$ cat src/rtl/freq_counter_pkg.sv
// Shared types and constants for the frequency-measurement controller.
package freq_counter_pkg;
   typedef enum logic [2:0] {
      IDLE    = 3'd0,
      COUNT   = 3'd1,
      TENS    = 3'd2,
      UNITS   = 3'd3,
      PUBLISH = 3'd4
   } state_t;

   localparam int unsigned MAX_COUNT = 99;
   localparam int unsigned BCD_W     = 4;
   localparam int unsigned COUNT_W   = 7;
endpackage

$ cat src/rtl/freq_meas_sequencer_gate_timer.sv
// Gate-window down-counter: loads max(period,2)-1 and flags the final window cycle.
module gate_timer #(
   parameter int unsigned PERIOD_W = 16
) (
   input  logic                clk,
   input  logic                rstb,
   input  logic                load_i,
   input  logic                run_i,
   input  logic [PERIOD_W-1:0] period_i,
   output logic                last_cycle_o
);
   logic [PERIOD_W-1:0] timer_q, timer_d, load_val;

   always_comb begin
      // periods of 0 and 1 clamp to a two-cycle window
      load_val = (period_i < PERIOD_W'(2)) ? PERIOD_W'(1) : period_i - PERIOD_W'(1);
      timer_d  = timer_q;
      if (load_i)
         timer_d = load_val;
      else if (run_i && (timer_q != '0))
         timer_d = timer_q - PERIOD_W'(1);
   end

   always_ff @(posedge clk) begin
      if (!rstb)
         timer_q <= '0;
      else
         timer_q <= timer_d;
   end

   assign last_cycle_o = (timer_q == '0);
endmodule

$ cat src/rtl/freq_meas_sequencer.sv
// Frequency-measurement controller: gate window, edge count, BCD conversion, result handshake.
//
// state   | meaning
// IDLE    | waiting for enable
// COUNT   | gate open, counting edge pulses
// TENS    | repeated subtraction of 10 from the count
// UNITS   | capture remainder as units digit
// PUBLISH | load result outputs, raise result_valid
module freq_meas_sequencer #(
   parameter int unsigned PERIOD_W  = 16,
   parameter int unsigned MAX_COUNT = freq_counter_pkg::MAX_COUNT
) (
   input  logic                clk,
   input  logic                rstb,
   input  logic                enable,
   input  logic [PERIOD_W-1:0] period,
   input  logic                edge_pulse,
   input  logic                result_ready,
   input  logic                overrun_clr,
   output logic                gate,
   output logic                busy,
   output logic                result_valid,
   output logic [3:0]          tens,
   output logic [3:0]          units,
   output logic                sat,
   output logic                overrun
);
   import freq_counter_pkg::*;

   localparam logic [COUNT_W-1:0] MAX_C = COUNT_W'(MAX_COUNT);
   localparam logic [COUNT_W:0]   MAX_X = (COUNT_W+1)'(MAX_COUNT);

   state_t             state_q, state_d;
   logic [COUNT_W-1:0] edge_cnt_q, edge_cnt_d, work_q, work_d;
   logic [BCD_W-1:0]   tens_int_q, tens_int_d, units_int_q, units_int_d;
   logic [BCD_W-1:0]   tens_q, tens_d, units_q, units_d;
   logic               sat_int_q, sat_int_d, sat_q, sat_d;
   logic               valid_q, valid_d, overrun_q, overrun_d;
   logic               timer_load, last_cycle;
   logic [COUNT_W:0]   cnt_plus;

   gate_timer #(.PERIOD_W(PERIOD_W)) u_gate_timer (
      .clk          (clk),
      .rstb         (rstb),
      .load_i       (timer_load),
      .run_i        (state_q == COUNT),
      .period_i     (period),
      .last_cycle_o (last_cycle)
   );

   assign cnt_plus = {1'b0, edge_cnt_q} + {{COUNT_W{1'b0}}, 1'b1};

   always_comb begin
      state_d     = state_q;
      edge_cnt_d  = edge_cnt_q;
      work_d      = work_q;
      tens_int_d  = tens_int_q;
      units_int_d = units_int_q;
      sat_int_d   = sat_int_q;
      tens_d      = tens_q;
      units_d     = units_q;
      sat_d       = sat_q;
      valid_d     = valid_q;
      overrun_d   = overrun_q;
      timer_load  = 1'b0;

      if (valid_q && result_ready) valid_d = 1'b0;
      if (overrun_clr)             overrun_d = 1'b0;

      case (state_q)
         IDLE: begin
            if (enable) begin
               state_d    = COUNT;
               timer_load = 1'b1;
               edge_cnt_d = '0;
               sat_int_d  = 1'b0;
            end
         end
         COUNT: begin
            if (edge_pulse) begin
               if (cnt_plus >= MAX_X) begin
                  edge_cnt_d = MAX_C;
                  sat_int_d  = 1'b1;
               end else begin
                  edge_cnt_d = cnt_plus[COUNT_W-1:0];
               end
            end
            if (!enable) begin
               state_d = IDLE;
            end else if (last_cycle) begin
               state_d    = TENS;
               work_d     = edge_cnt_d;
               tens_int_d = '0;
            end
         end
         TENS: begin
            if (work_q >= COUNT_W'(10)) begin
               work_d     = work_q - COUNT_W'(10);
               tens_int_d = tens_int_q + BCD_W'(1);
            end else begin
               state_d = UNITS;
            end
         end
         UNITS: begin
            units_int_d = work_q[BCD_W-1:0];
            state_d     = PUBLISH;
         end
         PUBLISH: begin
            tens_d  = tens_int_q;
            units_d = units_int_q;
            sat_d   = sat_int_q;
            // a same-edge accept counts as taken, so only an unread result is an overrun
            if (valid_q && !result_ready) overrun_d = 1'b1;
            valid_d = 1'b1;
            if (enable) begin
               state_d    = COUNT;
               timer_load = 1'b1;
               edge_cnt_d = '0;
               sat_int_d  = 1'b0;
            end else begin
               state_d = IDLE;
            end
         end
         default: state_d = IDLE;
      endcase
   end

   always_ff @(posedge clk) begin
      if (!rstb) begin
         state_q     <= IDLE;
         edge_cnt_q  <= '0;
         work_q      <= '0;
         tens_int_q  <= '0;
         units_int_q <= '0;
         sat_int_q   <= 1'b0;
         tens_q      <= '0;
         units_q     <= '0;
         sat_q       <= 1'b0;
         valid_q     <= 1'b0;
         overrun_q   <= 1'b0;
      end else begin
         state_q     <= state_d;
         edge_cnt_q  <= edge_cnt_d;
         work_q      <= work_d;
         tens_int_q  <= tens_int_d;
         units_int_q <= units_int_d;
         sat_int_q   <= sat_int_d;
         tens_q      <= tens_d;
         units_q     <= units_d;
         sat_q       <= sat_d;
         valid_q     <= valid_d;
         overrun_q   <= overrun_d;
      end
   end

   assign gate         = (state_q == COUNT);
   assign busy         = (state_q != IDLE);
   assign result_valid = valid_q;
   assign tens         = tens_q;
   assign units        = units_q;
   assign sat          = sat_q;
   assign overrun      = overrun_q;
endmodule

$ cat config.mk
export PLATFORM = sky130hd
export DESIGN_NAME = freq_meas_sequencer
export DESIGN_NICKNAME = d
export VERILOG_FILES = /design/src/rtl/freq_counter_pkg.sv /design/src/rtl/freq_meas_sequencer_gate_timer.sv /design/src/rtl/freq_meas_sequencer.sv
export SDC_FILE = /design/constraint.sdc
export NUM_CORES = 1
export LEC_CHECK = 0
export CORE_UTILIZATION = 40
export DETAILED_ROUTE_END_ITERATION = 6
export PLACE_DENSITY_LB_ADDON = 0.2
export SYNTH_ARGS = -nofsm -noshare
export SYNTH_HDL_FRONTEND = slang
export SYNTH_HIERARCHICAL = 1
export SYNTH_SLANG_ARGS = --single-unit
$ cat constraint.sdc
create_clock -name clk -period 4.8 [get_ports clk]
set_clock_uncertainty 0.1 [all_clocks]
set_input_delay 1.2 -clock clk [delete_from_list [all_inputs] [get_ports clk]]
set_output_delay 1.2 -clock clk [all_outputs]
set_load 0.02 [all_outputs]
==> metrics <==
# setup viols final 0; setup_tns 0 ps; Max Buffers Root-to-Sink 2; crit path kind flop to output port; Core ar. 0.008217 sq mm; Clock power frac 16.2%; length of the first detailed-routing pass in iterations 4; CP arrival roughly 2400 ps; Initial Utilization 41.42%; Net Switching approximately 670 uW; EDFF count, synth 0; CP max FO 15; Post-synth top flop dfxtp_1; mapped cell area 0.003403 sq mm; GP Congestion a little under 0.8; part of the power in combinational logic between 40 and 50%; total track usage 19.02%; Seq pwr share 38.1%; Seq cells post-synth 53; placed insts 540; Period minus WS final 3654 ps; CTS buffer count 5; Async S/R FF share, synth 0%; first-pass GRT wire length 13,540 um; Resize count post-CTS 0; Least-Margin Pin Slew 702.8 ps; initial drt markers 142; WL/cell 14.66 um; routed wl met3 259 um; IO Pins 35; synth warn 6; hold_buf cts 0; hold crit path type flop to flop; DP HPWL 5938 um; Via-to-Cell Ratio 5.745; residual DRC count 0; Lkg Pwr 0.001336 uW; Highest Signal Layer met4; Die Ht 94.24 um; Hold WS 358.1 ps; H-Tree Depth 2; Critical Path RT around 3500 ps; vias in the first global route between 2,000 and 3,000; Final Hold Viols 0; Final Cycle Share roughly three quarters; unrepaired setup endpoints after global routing no; postcts setup bufs 0; Peak Freq 0.2737 GHz; TritonCTS clock tree built; Critical Path End Type output port; Final Slew Violations 0; Setup crit start kind flop; drt total wl 8031 um; Worst-Skew Late Latency approximately 310 ps; Routed Antenna Nets 0; met2 wire length 3973 um; max_cap viols 0; internal power ~920 uW; Final Non-Filler Cells 548; Syn Nets around 450; Slew HR 53.05%; die width 94.24 um; pwr/cell area 413.2 mW/mm^2; GR Overflow Total 0; initial antenna violation count 0; Rows 33; largest cells by area after synthesis dfxtp_1 31%, nand2_1 5.1%, nor2_1 4.7%; die area slightly below 0.009 sq mm; fraction of layout cells with a size suffix above 1 7.223%; CTS sink count 53; clk slew on worst S/H paths 100 ps; sequential share of the synthesized area between 30% and 40%; Sw Share around 42%; Syn Inst Count about 420; Max VDD drop 0.2048 mV; Mean Syn Cell Area 8.065 sq um; fin nets 471; largest net degree at the start of global routing 29; run status completed; post-synth cell types 73; Power Total 1595 uW; area share of the largest cell type after synthesis 31.18%; count of buffers from port buffering 34; n_diodes 0; via count 3,148; area delta synth->final 13.38%; M1 WL 3712 um; final core utilization 46.96%; cell taking the most area after synthesis dfxtp_1; root buffer cell clkbuf_8
## area by class of cell
cell class	count	area (sq um)
Tap cell	105	131.4
Clock inverter	3	21.27
Sequential cell	53	1061
Multi-Input combinational cell	333	2172
Inverter	13	48.80
Clock buffer	5	68.82
Fill cell	825	4358
Timing Repair Buffer	36	355.3
## per-layer routing
layer / up-vias / track usage [%]
met5: - / 0
met4: 0 / 4.615
met3: 8 / 2.994
met2: 63 / 33.64
met1: 1486 / 23.81
li1: 1591 / -
## critical path, stage by stage, from the launching register on
cell	delay, ps
dfxtp_1	600
nor2_1	90
nand2_1	190
clkinv_1	470
clkdlybuf4s50_1	690
## path summary, 6_finish.rpt
path,depth (start not counted),end,start,slack (ps)
setup / recovery,4,gate,state_q[2],1150
setup reg to reg,10,work_q[4],u_gate_timer/timer_q[0],1820
hold reg to reg,2,units[3],units[3],360
hold / removal,2,units[3],units[3],360
## state kept, by name, summed over array words and instances (netlist names)
signal and cells:
sat 1, tens 4, u_gate_timer/timer_q 16, state_q 3, overrun 1, result_valid 1
sat_int_q 1, tens_int_q 4, edge_cnt_q 7, units_int_q 4, units 4, work_q 7
## synthesized netlist by cell type (all sizes together) (5+ instances only)
library cell and n:
nand2 46, dfxtp 53, mux2i 7, o21ai 19, nor3 14, buf 8, or3 6, or4 5
a41oi 6, nor4 12, nor3b 7, nand4b 5, inv 12, clkbuf 15, a21oi 28, nand3 13
xor2 11, nand2b 5, and2 6, ha 7, o22ai 7, nor2 44, nand4 7, xnor2 10
nor2b 7
## cells in the final DEF, fill, tap and decap left out, types with 3 or more instances in the layout
cell	netlist	routed
nor3b_1	5	5
nor2_1	43	43
and3_1	4	4
a21oi_1	28	28
nor4b_1	4	4
o21ai_0	16	16
o31ai_1	4	4
nand2_1	46	46
o22ai_1	7	7
or4_1	3	3
or3_1	6	6
nand3_1	13	13
o21ai_1	3	3
o221a_2	4	4
mux2i_1	7	7
xnor2_1	10	10
dfxtp_1	53	53
nand3b_1	3	3
nor2b_1	7	7
and2_1	5	5
o21a_1	3	3
ha_1	7	7
o31a_1	3	3
inv_1	11	11
nand4b_1	5	5
nor3_1	12	12
a31oi_1	4	4
nand4_1	7	7
nand2b_1	5	5
o211a_1	4	4
nor4_1	9	9
xor2_1	11	11
clkdlybuf4s50_1	0	34
clkbuf_8	0	5
a41oi_1	5	5
## kinds of logic (layout without fill, tap and decap cells)
family,count (synthesis),in the layout,synth area share [%]
and+or+nand+nor,191,191,31.10
adders and majority gates,7,7,2.573
buffers and inverters,36,57,4.999
AOI/OAI and AO/OA,107,107,22.68
xor gates and xnor gates,21,21,5.404
DFF,53,53,31.18
muxes,7,7,2.059
## power groups by stage
stage / clock (uW) / sequential (uW) / combinational (uW)
after floorplan: 0 / 587 / 582
after global placement: 0 / 614 / 718
after detailed placement: 0 / 616 / 723
after CTS: 269 / 606 / 729
after global routing: 284 / 623 / 818
final: 258 / 607 / 730
## per-stage QoR
| stage | area [sq um] | worst slack, ps |
|---|---|---|
| floorplan | 3403 | 1978 |
| global placement | 3769 | 1326 |
| global route | 3859 | 985.9 |
| detailed placement | 3769 | 1294 |
| finish | 3859 | 1146 |
| CTS | 3859 | 1122 |
Note: power is estimated with default switching activity, not from simulation.
